==> src/rtl/vga_port_arbiter_pkg.sv <==
// Shared definitions for the VGA memory-port arbiter: FSM state encodings and
// the vga_ctrl / vga_stat bit positions.
package vga_port_arbiter_pkg;

  localparam int unsigned VGA_WRITE_PIN = 0;
  localparam int unsigned VGA_READ_PIN  = 1;
  localparam int unsigned VGA_ACK       = 0;

  typedef enum logic [1:0] {
    ARB_IDLE    = 2'd0,
    ARB_ISSUE   = 2'd1,
    ARB_RELEASE = 2'd2
  } arb_state_e;

endpackage

==> src/rtl/vga_port_arbiter_rr_pick.sv <==
// Combinational two-way round-robin picker: when both request, the one that
// did not win last time gets the grant; a lone requester always wins.
module vga_rr_pick (
  input  logic [1:0] req,
  input  logic       last,
  output logic       grant,
  output logic       valid
);

  always_comb begin
    valid = |req;
    grant = (req == 2'b11) ? ~last : req[1];
  end

endmodule

==> src/rtl/vga_port_arbiter.sv <==
// Round-robin arbiter and four-phase handshake sequencer for the VGA memory port.
// Optional ack watchdog enabled by defining VGA_ARB_TIMEOUT_EN.
module vga_port_arbiter
  import vga_port_arbiter_pkg::*;
#(
  parameter int unsigned word_width     = 32,
  parameter int unsigned timeout_cycles = 255
) (
  input  logic                  clk,
  input  logic                  rst,
  input  logic                  r0_req,
  input  logic                  r1_req,
  input  logic                  r0_we,
  input  logic                  r1_we,
  input  logic [word_width-1:0] r0_addr,
  input  logic [word_width-1:0] r1_addr,
  input  logic [word_width-1:0] r0_wdata,
  input  logic [word_width-1:0] r1_wdata,
  output logic [word_width-1:0] r0_rdata,
  output logic [word_width-1:0] r1_rdata,
  output logic                  r0_done,
  output logic                  r1_done,
  output logic                  err,
  output logic                  busy,
  input  logic [word_width-1:0] vga_stat,
  output logic [word_width-1:0] vga_ctrl,
  output logic [word_width-1:0] addr,
  output logic [word_width-1:0] data_out,
  input  logic [word_width-1:0] data_in
);

  arb_state_e            state, state_n;
  logic                  last, last_n;
  logic                  win, win_n;
  logic                  is_read, is_read_n;
  logic [word_width-1:0] ctrl_n, addr_n, dout_n, rd0_n, rd1_n;
  logic                  done0_n, done1_n, busy_n;
  logic                  pick_grant, pick_valid;
  logic                  ack;
  logic                  unused_stat;

  assign ack         = vga_stat[VGA_ACK];
  assign unused_stat = ^vga_stat;

  vga_rr_pick u_pick (
    .req   ({r1_req, r0_req}),
    .last  (last),
    .grant (pick_grant),
    .valid (pick_valid)
  );

`ifdef VGA_ARB_TIMEOUT_EN
  localparam int unsigned CNT_W = $clog2(timeout_cycles + 1);
  logic [CNT_W-1:0] cnt, cnt_n;
  logic             aborted, aborted_n;
  logic             err_q, err_n;
  logic             timed_out;

  assign timed_out = (cnt == CNT_W'(timeout_cycles - 1));
  assign err       = err_q;
`else
  assign err = 1'b0;
`endif

  // Next-state and next-output logic
  always_comb begin
    state_n   = state;
    last_n    = last;
    win_n     = win;
    is_read_n = is_read;
    ctrl_n    = vga_ctrl;
    addr_n    = addr;
    dout_n    = data_out;
    rd0_n     = r0_rdata;
    rd1_n     = r1_rdata;
    done0_n   = 1'b0;
    done1_n   = 1'b0;
`ifdef VGA_ARB_TIMEOUT_EN
    aborted_n = aborted;
    err_n     = 1'b0;
`endif
    case (state)
      ARB_IDLE: begin
        if (!ack && pick_valid) begin
          win_n     = pick_grant;
          is_read_n = pick_grant ? ~r1_we : ~r0_we;
          addr_n    = pick_grant ? r1_addr : r0_addr;
          ctrl_n    = '0;
          if (pick_grant ? r1_we : r0_we) begin
            dout_n                = pick_grant ? r1_wdata : r0_wdata;
            ctrl_n[VGA_WRITE_PIN] = 1'b1;
          end else begin
            ctrl_n[VGA_READ_PIN] = 1'b1;
          end
`ifdef VGA_ARB_TIMEOUT_EN
          aborted_n = 1'b0;
`endif
          state_n = ARB_ISSUE;
        end
      end
      ARB_ISSUE: begin
        if (ack) begin
          if (is_read) begin
            if (win) rd1_n = data_in;
            else     rd0_n = data_in;
          end
          ctrl_n  = '0;
          state_n = ARB_RELEASE;
        end
`ifdef VGA_ARB_TIMEOUT_EN
        else if (timed_out) begin
          ctrl_n    = '0;
          aborted_n = 1'b1;
          state_n   = ARB_RELEASE;
        end
`endif
      end
      ARB_RELEASE: begin
        if (!ack) begin
          done0_n = ~win;
          done1_n = win;
          last_n  = win;
          state_n = ARB_IDLE;
`ifdef VGA_ARB_TIMEOUT_EN
          err_n = aborted;
`endif
        end
`ifdef VGA_ARB_TIMEOUT_EN
        else if (timed_out) begin
          done0_n = ~win;
          done1_n = win;
          err_n   = 1'b1;
          last_n  = win;
          state_n = ARB_IDLE;
        end
`endif
      end
      default: state_n = ARB_IDLE;
    endcase
    busy_n = (state_n != ARB_IDLE);
`ifdef VGA_ARB_TIMEOUT_EN
    // Watchdog restarts on every state change and idles at zero
    cnt_n = (state_n == state && state != ARB_IDLE) ? cnt + CNT_W'(1) : '0;
`endif
  end

  always_ff @(posedge clk) begin
    if (rst) begin
      state    <= ARB_IDLE;
      last     <= 1'b1;
      win      <= 1'b0;
      is_read  <= 1'b0;
      vga_ctrl <= '0;
      addr     <= '0;
      data_out <= '0;
      r0_rdata <= '0;
      r1_rdata <= '0;
      r0_done  <= 1'b0;
      r1_done  <= 1'b0;
      busy     <= 1'b0;
`ifdef VGA_ARB_TIMEOUT_EN
      cnt      <= '0;
      aborted  <= 1'b0;
      err_q    <= 1'b0;
`endif
    end else begin
      state    <= state_n;
      last     <= last_n;
      win      <= win_n;
      is_read  <= is_read_n;
      vga_ctrl <= ctrl_n;
      addr     <= addr_n;
      data_out <= dout_n;
      r0_rdata <= rd0_n;
      r1_rdata <= rd1_n;
      r0_done  <= done0_n;
      r1_done  <= done1_n;
      busy     <= busy_n;
`ifdef VGA_ARB_TIMEOUT_EN
      cnt      <= cnt_n;
      aborted  <= aborted_n;
      err_q    <= err_n;
`endif
    end
  end

endmodule
==> config.mk <==
export PLATFORM = sky130hd
export DESIGN_NAME = vga_port_arbiter
export DESIGN_NICKNAME = d
export VERILOG_FILES = /design/src/rtl/vga_port_arbiter_pkg.sv /design/src/rtl/vga_port_arbiter_rr_pick.sv /design/src/rtl/vga_port_arbiter.sv
export SDC_FILE = /design/constraint.sdc
export NUM_CORES = 1
export LEC_CHECK = 0
export ABC_AREA = 0
export BUFFER_PORTS_ARGS = -buffer_cell sky130_fd_sc_hd__buf_2
export CAP_MARGIN = 20
export CELL_PAD_IN_SITES_DETAIL_PLACEMENT = 1
export CELL_PAD_IN_SITES_GLOBAL_PLACEMENT = 2
export CORE_ASPECT_RATIO = 1.2
export CORE_MARGIN = 2
export CORE_UTILIZATION = 23
export CTS_CLUSTER_SIZE = 28
export DETAILED_ROUTE_END_ITERATION = 8
export GPL_ROUTABILITY_DRIVEN = 0
export GPL_TIMING_DRIVEN = 0
export PLACE_DENSITY = 0.78
export SLEW_MARGIN = 40
export SYNTH_ARGS = -nofsm -noshare
export SYNTH_HDL_FRONTEND = slang
export SYNTH_SLANG_ARGS = --single-unit
==> constraint.sdc <==
create_clock -name clk -period 2.3 [get_ports clk]
set_clock_uncertainty 0.15 [all_clocks]
set_input_delay 0.46 -clock clk [delete_from_list [all_inputs] [get_ports clk]]
set_output_delay 0.46 -clock clk [all_outputs]
set_load 0.01 [all_outputs]
# Word level (Yosys, flattened, before mapping)

Index checks and enable logic that the tools add are counted.

Equality and inequality tests: 5
Multiplexer cells: 14
Bitwise operators: 6
Reductions and logical operators: 13

Operator list:

| operator             | number |
|---|---|
| $mux W32             | 4 |
| $pmux W32 S2         | 1 |
| $reduce_and A4 Y1    | 2 |
| $mux W2              | 3 |
| $not A1 Y1           | 6 |
| $pmux W2 S3          | 1 |
| $reduce_and A3 Y1    | 2 |
| $mux W1              | 5 |
| $eq A2 B2 Y1 const B | 2 |
| $ne A2 B2 Y1 const B | 2 |
| $reduce_and A2 Y1    | 2 |
| $reduce_bool A2 Y1   | 2 |
| $reduce_or A3 Y1     | 1 |
| $eq A2 B1 Y1 const B | 1 |
| $logic_not A2 Y1     | 1 |
| $reduce_or A2 Y1     | 1 |
| $logic_and A1 B1 Y1  | 1 |
| $logic_not A1 Y1     | 1 |

Register bits after elaboration: 168
Bits of input ports: 198
Output and inout port bits: 164
Logic and storage cells: 50

# Logic depth before layout (Yosys ltp)

Gate-level depths: netlist (run 1).

Depth in word-level cells: 6
Gate-level depth with buffers: 7

# By module

A second synthesis (run 1) with hierarchy kept.

Cells, all modules: 645
Area total of the unflattened synthesis: 6317.3 sq um

Modules (own cells, without submodules):

| module           | times used | cells an instance | area each (sq um) |
|---|---|---|---|
| vga_port_arbiter | 1          | 643               | 6303.5 |
| vga_rr_pick      | 1          | 2                 | 13.8 |

# Worst setup path before layout (run 1)

No wires, ideal clock.

Path kind: input to register
Start point: input r1_req
End point: register data_out[22]
Data arrival time: 1.651 ns
Slack: 0.347 ns
Stages on the path: 6
Buffers on the path: 2
Path through: a21boi_2 > mux2i_1 > nand2b_1 > clkbuf_1 > buf_2 > a221oi_2

Longest elaborated chain between the ends: 4

RTL lines:

| what                               | line                           | source |
|---|---|---|
| start: declaration                 | vga_port_arbiter.sv:12         | `input logic r1_req,` |
| $eq A2 B2 Y1                       | vga_port_arbiter_rr_pick.sv:12 | `grant = (req == 2'b11) ? ~last : req[1];` |
| $mux W1                            | vga_port_arbiter_rr_pick.sv:12 |  |
| $mux W1                            | vga_port_arbiter.sv:89         | `if (pick_grant ? r1_we : r0_we) begin` |
| $reduce_and A3 Y1 (no source line) | --                             |  |
| end signal: assignment             | vga_port_arbiter.sv:173        | `data_out <= dout_n;` |
| end: declaration                   | vga_port_arbiter.sv:28         | `output logic [word_width-1:0] data_out,` |

Several ways; a longest one is shown, not always the timed one.
A chain may end at the register's enable or synchronous reset.

# Worst setup path after layout (run 1)

Start point: register last
End point: register addr[27]

Longest elaborated chain between the ends: 3

RTL lines:

| what                     | line                           | source |
|---|---|---|
| start: declaration       | vga_port_arbiter.sv:33         | `logic last, last_n;` |
| start signal: assignment | vga_port_arbiter.sv:168        | `last <= last_n;` |
| $not A1 Y1               | vga_port_arbiter_rr_pick.sv:12 |  |
| $mux W1                  | vga_port_arbiter_rr_pick.sv:12 |  |
| $mux W32                 | vga_port_arbiter.sv:87         | `addr_n = pick_grant ? r1_addr : r0_addr;` |
| end signal: assignment   | vga_port_arbiter.sv:172        | `addr <= addr_n;` |
| end: declaration         | vga_port_arbiter.sv:27         | `output logic [word_width-1:0] addr,` |

No other way between the ends.

==> results of run 1 <==
where the power goes:
group	internal (W)	switching, W	total, W
Combinational	0.000375	0.000506	0.000880
Sequential	0.00249	0.0000563	0.00255
Clock	0.00164	0.00123	0.00287
synthesized netlist by cell type (2+ instances only):
| library cell | instances | area share (%) |
|---|---|---|
| a21oi_1 | 67 | 5.5 |
| mux2i_1 | 3 | 0.49 |
| nand3_1 | 2 | 0.16 |
| a311oi_1 | 32 | 4.6 |
| nor2_1 | 36 | 2.2 |
| a221oi_1 | 3 | 0.43 |
| or2_2 | 2 | 0.20 |
| a221oi_2 | 29 | 7.1 |
| buf_2 | 13 | 1.1 |
| buf_4 | 33 | 4.0 |
| buf_1 | 2 | 0.12 |
| nand3b_1 | 32 | 3.9 |
| dfxtp_1 | 138 | 45 |
| nand2b_1 | 33 | 3.4 |
| nand2_1 | 197 | 12 |
| o21ai_0 | 34 | 2.8 |
| inv_1 | 34 | 2.1 |
| clkbuf_1 | 48 | 2.9 |
flip-flops by register name, summed over array words and instances, names as in the netlist, 2 cells and up:
| register | flops |
|---|---|
| r0_rdata | 32 |
| r1_rdata | 32 |
| addr | 32 |
| data_out | 32 |
| state | 2 |
| vga_ctrl | 2 |
area by class of cell:
| type | count | area share [%] |
|---|---|---|
| Inverter | 34 | 1.453 |
| Clock buffer | 17 | 4.845 |
| Timing Repair Buffer | 298 | 17.04 |
| Tap cell | 335 | 4.773 |
| Buffer | 96 | 5.728 |
| Multi-Input combinational cell | 514 | 32.57 |
| Clock inverter | 15 | 2.038 |
| Sequential cell | 138 | 31.46 |
| Antenna cell | 3 | 0.08549 |
worst max-delay path, stage by stage (launching register included):
cell	delay (ns)
dfxtp_1	0.35
a21boi_4	0.27
buf_2	0.32
clkbuf_1	0.47
nand2_1	0.19
a311oi_1	0.26
worst max-delay path by stage:
stage	end	slack [ns]	cells past startpoint
after global routing	data_out[24]	0.007	6
after CTS	data_out[24]	0.05	6
after floorplan	data_out[22]	0.35	6
after global placement	data_out[30]	-0.28	7
final	addr[27]	0.19	5
after detailed placement	data_out[24]	-0.29	7
timing repair:
action	4_1_cts	5_1_grt
setup buffers	0	2
pin swaps	1	1
setup endpoints to repair	13	26
gates resized for setup	1	1
gates cloned	0	0
routing by layer:
layer / vias up / global-route usage (%) / part of all wire, % / wire length [um]
li1: 3183 / - / - / -
met1: 2943 / 19.08 / 41 / 9756
met2: 197 / 30.82 / 51 / 12250
met3: 27 / 4.820 / 6.1 / 1449
met4: 2 / 5.259 / 1.4 / 330
met5: - / 0 / 0.067 / 16
metrics by stage:
stage	area [um^2]	std cells	hold slack, ns	setup slack [ns]
6_report	8781	1450	0.1278	0.1931
5_1_grt	8781	1450	0.1165	0.006692
4_1_cts	8756	1445	0.1105	0.04818
3_5_place_dp	8144	1413	0.2949	-0.2913
3_3_place_gp	8144	1413	0.2892	-0.2777
2_1_floorplan	6243	782	0.3263	0.3473
kinds of logic (layout without fill, tap and decap cells):
kind of cell,after synthesis,after routing,share of synthesized area [%]
and+or+nand+nor,312,312,23.33
AOI/OAI and AO/OA,167,167,20.67
DFF,138,138,45.06
buffers and inverters,130,460,10.24
muxes,3,3,0.4898
other,1,34,0.06117
xor gates and xnor gates,1,1,0.1429
==> run metrics, run 1 <==
r2r endpoint addr[27]; Port-buffer cells 296; fin crit period 2.107 ns; Pwr Total 0.006300 W; Multi-input gate area 2860 um^2; Leakage 3.900 nW; post-synthesis sequential area ratio 45.06%; most frequent cells in the layout buf_2 (308), nand2_1 (197), dfxtp_1 (138), a21oi_1 (67), clkbuf_1 (48); area delta synth->final 43.22%; Clock transition at path regs 0.07 ns; WP data required 2.49 ns; Hold Path Stages 3; flop-to-flop setup slack 0.19 ns; Cell Area, Synth 6131 um^2; Vias per Instance 4.381; Num CTS Buffers 17; Layout Nets 1297; MaxCap Viol Count 0; Rows 65; Yosys cell types 32; critical path peak fanout 10; pin count of the biggest net entering global routing 17; Synth Warn # 0; DRT Pass-1 Iters 4; unrepaired setup endpoints after global routing no; Detail Route Antenna Nets 0; Post-DP HPWL 18700 um; Most used DFF post-synth dfxtp_1; Arrival @ worst endpoint 2.30 ns; GR Util All Layers 16.94%; worst reg-to-reg path cell count 5; worst setup path class register to register; Clock Path Buffers 2; 1st-iter DRT viols 168; Async S/R FF share, synth 0%; CTS tree yes; die height 182.9 um; via count of the routed design 6352; Post-synth EDFFs 0; Post-Route Setup TNS 0 ns; FMAX 0.4746 GHz; final period utilization 91.61%; vias in the first global route 6782; CTS Hold Bufs 0; die area 27980 um^2; drt wl/cell 16.42 um; Peak VDD IR 0.4441 mV; Avg Inst Size Synth 8.153 um^2; Slew Limit Fails 0; Core Footprint 26270 um^2; drc violations 0; width of the die 153.0 um; Relative slew margins 47.80%; share of cells above drive strength 1 36.78%; commonest non-fill, non-tap cell in the layout buf_2; Hold Path Class input port to register; Total Routed Length 23800 um; endpoints failing setup 0; Fillers 3301; Mapped Cells 752; level count of the clock H-tree 4; Fin. Hold Viols 0; CP Launch Type register; CTS Sinks 138; Pwr Density 717.5 nW/um^2; run status completed; Hold Path Sink r0_rdata[3]; Worst-Skew Late Latency 0.42 ns; crit path capture type register; # IOs 362; final core utilization 33.43%; initial antenna violation count 4; Sequential Area 2763 um^2; Seq cells post-synth 138; Critical R2R Launch last; Tightest Pin Transition 0.7831 ns; total gr overflow 0; initial core utilization 23.34%; Critical Path Start last; CTS root buf clkbuf_16; hold_sp data_in[3]; first-pass GRT wire length 37270 um
Power figures use the tool's default switching activity.
==> run 2, diff against run 1 <==
--- a/config.mk
+++ b/config.mk
@@ -6,18 +6,17 @@
 export NUM_CORES = 1
 export LEC_CHECK = 0
 export ABC_AREA = 0
-export BUFFER_PORTS_ARGS = -buffer_cell sky130_fd_sc_hd__buf_2
 export CAP_MARGIN = 20
 export CELL_PAD_IN_SITES_DETAIL_PLACEMENT = 1
 export CELL_PAD_IN_SITES_GLOBAL_PLACEMENT = 2
-export CORE_ASPECT_RATIO = 1.2
 export CORE_MARGIN = 2
-export CORE_UTILIZATION = 23
+export CORE_UTILIZATION = 33
 export CTS_CLUSTER_SIZE = 28
 export DETAILED_ROUTE_END_ITERATION = 8
+export DONT_BUFFER_PORTS = 1
 export GPL_ROUTABILITY_DRIVEN = 0
 export GPL_TIMING_DRIVEN = 0
-export PLACE_DENSITY = 0.78
+export PLACE_DENSITY = 0.76
 export SLEW_MARGIN = 40
 export SYNTH_ARGS = -nofsm -noshare
 export SYNTH_HDL_FRONTEND = slang
==> run 2 against run 1 <==
  * Via count shrank 14%
  * Sequential power up 3%
  * Clock-buffer cell count rose by 2
  * Clock power barely moved
  * Die area shrank 30%
  * Critical path depth rose by 1
  * Cell count shrank 28%
  * Worst hold slack worse by 0.11 ns
  * Worst setup slack got worse by 0.039 ns
  * Total power shrank 4.2%
  * Flip-flop and latch count unchanged
  * Critical endpoint is now data_out[24]
  * Highest routed layer is now met4
==> run metrics, run 2 (synthesis gave the netlist of run 1 again) <==
run status completed (unchanged); Sw Share 27.17% (was 28.38%); Tightest Pin Transition 0.7552 ns (was 0.7831 ns); slowest CP cell mux2i_1 (was clkbuf_1); Critical Path Max Stage Delay 0.38 ns (was 0.47 ns); P_sw 0.001640 W (was 0.001788 W); flop-to-flop setup slack 0.15 ns (was 0.19 ns); Sequential Area 2763 um^2 (unchanged); CP top delay family buffers and inverters (unchanged); initial antenna violation count 2 (was 4); Hold Path Stages 2 (was 3); Hold Path Class input port to register (unchanged); DRT Pass-1 Iters 4 (unchanged); Fillers 2178 (was 3301); width of the die 140.3 um (was 153.0 um); Leakage 2.553 nW (was 3.900 nW); Pwr Total 0.006037 W (was 0.006300 W); share of cells above drive strength 1 13.83% (was 36.78%); Vias per Instance 5.186 (was 4.381); Clock transition at path regs 0.07 ns (about the same); Relative slew margins 49.66% (was 47.80%); via count of the routed design 5435 (was 6352); die height 140.3 um (was 182.9 um); critical path peak fanout 10 (unchanged); CP cell instances a21boi_4 -> mux2i_1 -> nand2b_1 -> clkbuf_1 -> clkbuf_4 -> a221oi_2 (was a21boi_4 -> buf_2 -> clkbuf_1 -> nand2_1 -> a311oi_1); clock network fraction of total power 47.1% (was 45.6%); Worst-Skew Late Latency 0.42 ns (about the same); first-pass GRT wire length 32340 um (was 37270 um); Fin. Hold Viols 0 (unchanged); MaxCap Viol Count 0 (unchanged); drc violations 0 (unchanged); worst reg-to-reg path cell count 6 (was 5); pin count of the biggest net entering global routing 17 (unchanged); 1st-iter DRT viols 111 (was 168); Detail Route Antenna Nets 0 (unchanged); Post-DP HPWL 16280 um (was 18700 um); total gr overflow 0 (unchanged); Core Footprint 18090 um^2 (was 26270 um^2); fin crit period 2.146 ns (was 2.107 ns); Arrival @ worst endpoint 2.27 ns (was 2.30 ns); FMAX 0.4661 GHz (was 0.4746 GHz); final period utilization 93.29% (was 91.61%); Critical R2R Launch last (unchanged); Hold Path Sink r0_rdata[6] (was r0_rdata[3]); worst setup path class register to register (unchanged); drt wl/cell 19.96 um (was 16.42 um); Multi-input gate area 2860 um^2 (unchanged); CTS root buf clkbuf_16 (unchanged); r2r endpoint data_out[24] (was addr[27]); sequential share of power 43.5% (was 40.5%); CP Launch Type register (unchanged); vias in the first global route 5949 (was 6782); Pwr Density 841.0 nW/um^2 (was 717.5 nW/um^2); Buf/Inv on CP 2 (unchanged); Port-buffer cells 0 (was 296); commonest non-fill, non-tap cell in the layout nand2_1 (was buf_2); WP data required 2.42 ns (was 2.49 ns); crit path capture type register (unchanged); cell-internal power 0.004397 W (was 0.004512 W); final core utilization 39.69% (was 33.43%); CTS Sinks 138 (unchanged); level count of the clock H-tree 4 (unchanged); CTS tree yes (unchanged); GR Util All Layers 21.09% (was 16.94%); Layout Nets 1002 (was 1297); Comb power frac 9.4% (was 14.0%); endpoints failing setup 0 (unchanged); initial core utilization 33.90% (was 23.34%); Slew Limit Fails 0 (unchanged); Clock Path Buffers 2 (unchanged); most frequent cells in the layout nand2_1 (197), dfxtp_1 (138), a21oi_1 (67), clkbuf_1 (48), nor2_1 (36) (was buf_2 (308), nand2_1 (197), dfxtp_1 (138), a21oi_1 (67), clkbuf_1 (48)); area delta synth->final 17.08% (was 43.22%); Total Routed Length 20920 um (was 23800 um); Rows 49 (was 65); Num CTS Buffers 17 (unchanged); die area 19680 um^2 (was 27980 um^2); unrepaired setup endpoints after global routing no (unchanged); # IOs 362 (unchanged); Peak VDD IR 0.4770 mV (was 0.4441 mV); hold_sp data_in[6] (was data_in[3])
## run 2: how the worst max path moves through the flow
stage / start / end / slack [ns] / depth (start not counted)
2_1_floorplan: r1_req / data_out[22] / 0.35 / 6
3_3_place_gp: r1_req / data_out[22] / -0.11 / 6
3_5_place_dp: r1_req / data_out[24] / -0.15 / 6
4_1_cts: last / data_out[24] / 0.08 / 6
5_1_grt: last / data_out[24] / 0.02 / 6
6_report: last / data_out[24] / 0.15 / 6
## run 2: power by group through the flow
| stage | logic [W] | registers, W | clock network [W] |
|---|---|---|---|
| 6_report | 0.000565 | 0.00263 | 0.00284 |
| 4_1_cts | 0.000566 | 0.00263 | 0.00290 |
| 3_3_place_gp | 0.000536 | 0.00268 | 0 |
| 3_5_place_dp | 0.000563 | 0.00268 | 0 |
| 2_1_floorplan | 0.000442 | 0.00264 | 0 |
| 5_1_grt | 0.000634 | 0.00264 | 0.00300 |
## run 2: stage by stage
step / std cells / cell area [um^2] / setup slack (ns) / hold WS, ns / setup TNS [ns]
finish: 1048 / 7178 / 0.1543 / 0.01431 / 0
global route: 1048 / 7178 / 0.01738 / 0.0008195 / 0
global placement: 1011 / 6530 / -0.1103 / 0.3411 / -2.493
floorplan: 782 / 6243 / 0.3473 / 0.3263 / 0
CTS: 1044 / 7156 / 0.07924 / 0.0001087 / 0
detailed placement: 1011 / 6530 / -0.1480 / 0.3456 / -4.334
## run 2: area by class of cell
type / instances / area share [%]
Clock buffer: 19 / 6.310
Multi-Input combinational cell: 514 / 39.85
Sequential cell: 138 / 38.49
Buffer: 96 / 7.007
Antenna cell: 2 / 0.06972
Clock inverter: 13 / 2.161
Timing Repair Buffer: 3 / 0.3486
Tap cell: 229 / 3.992
Inverter: 34 / 1.778
## run 2: per-layer routing
metal	wire length [um]	global-route usage, %
met4	518	8.347
met1	7741	21.95
met2	10680	38.11
met3	1982	8.239
met5	0	0
## run 2: what timing repair did
action                                 4_1_cts  5_1_grt
hold buffers                                 1        0
pin swaps                                    1        1
cloned                                       0        0
buffers inserted                             0        2
setup endpoints to repair                    9       22
endpoints found under the hold margin        1        0
gates resized for setup                      1        1
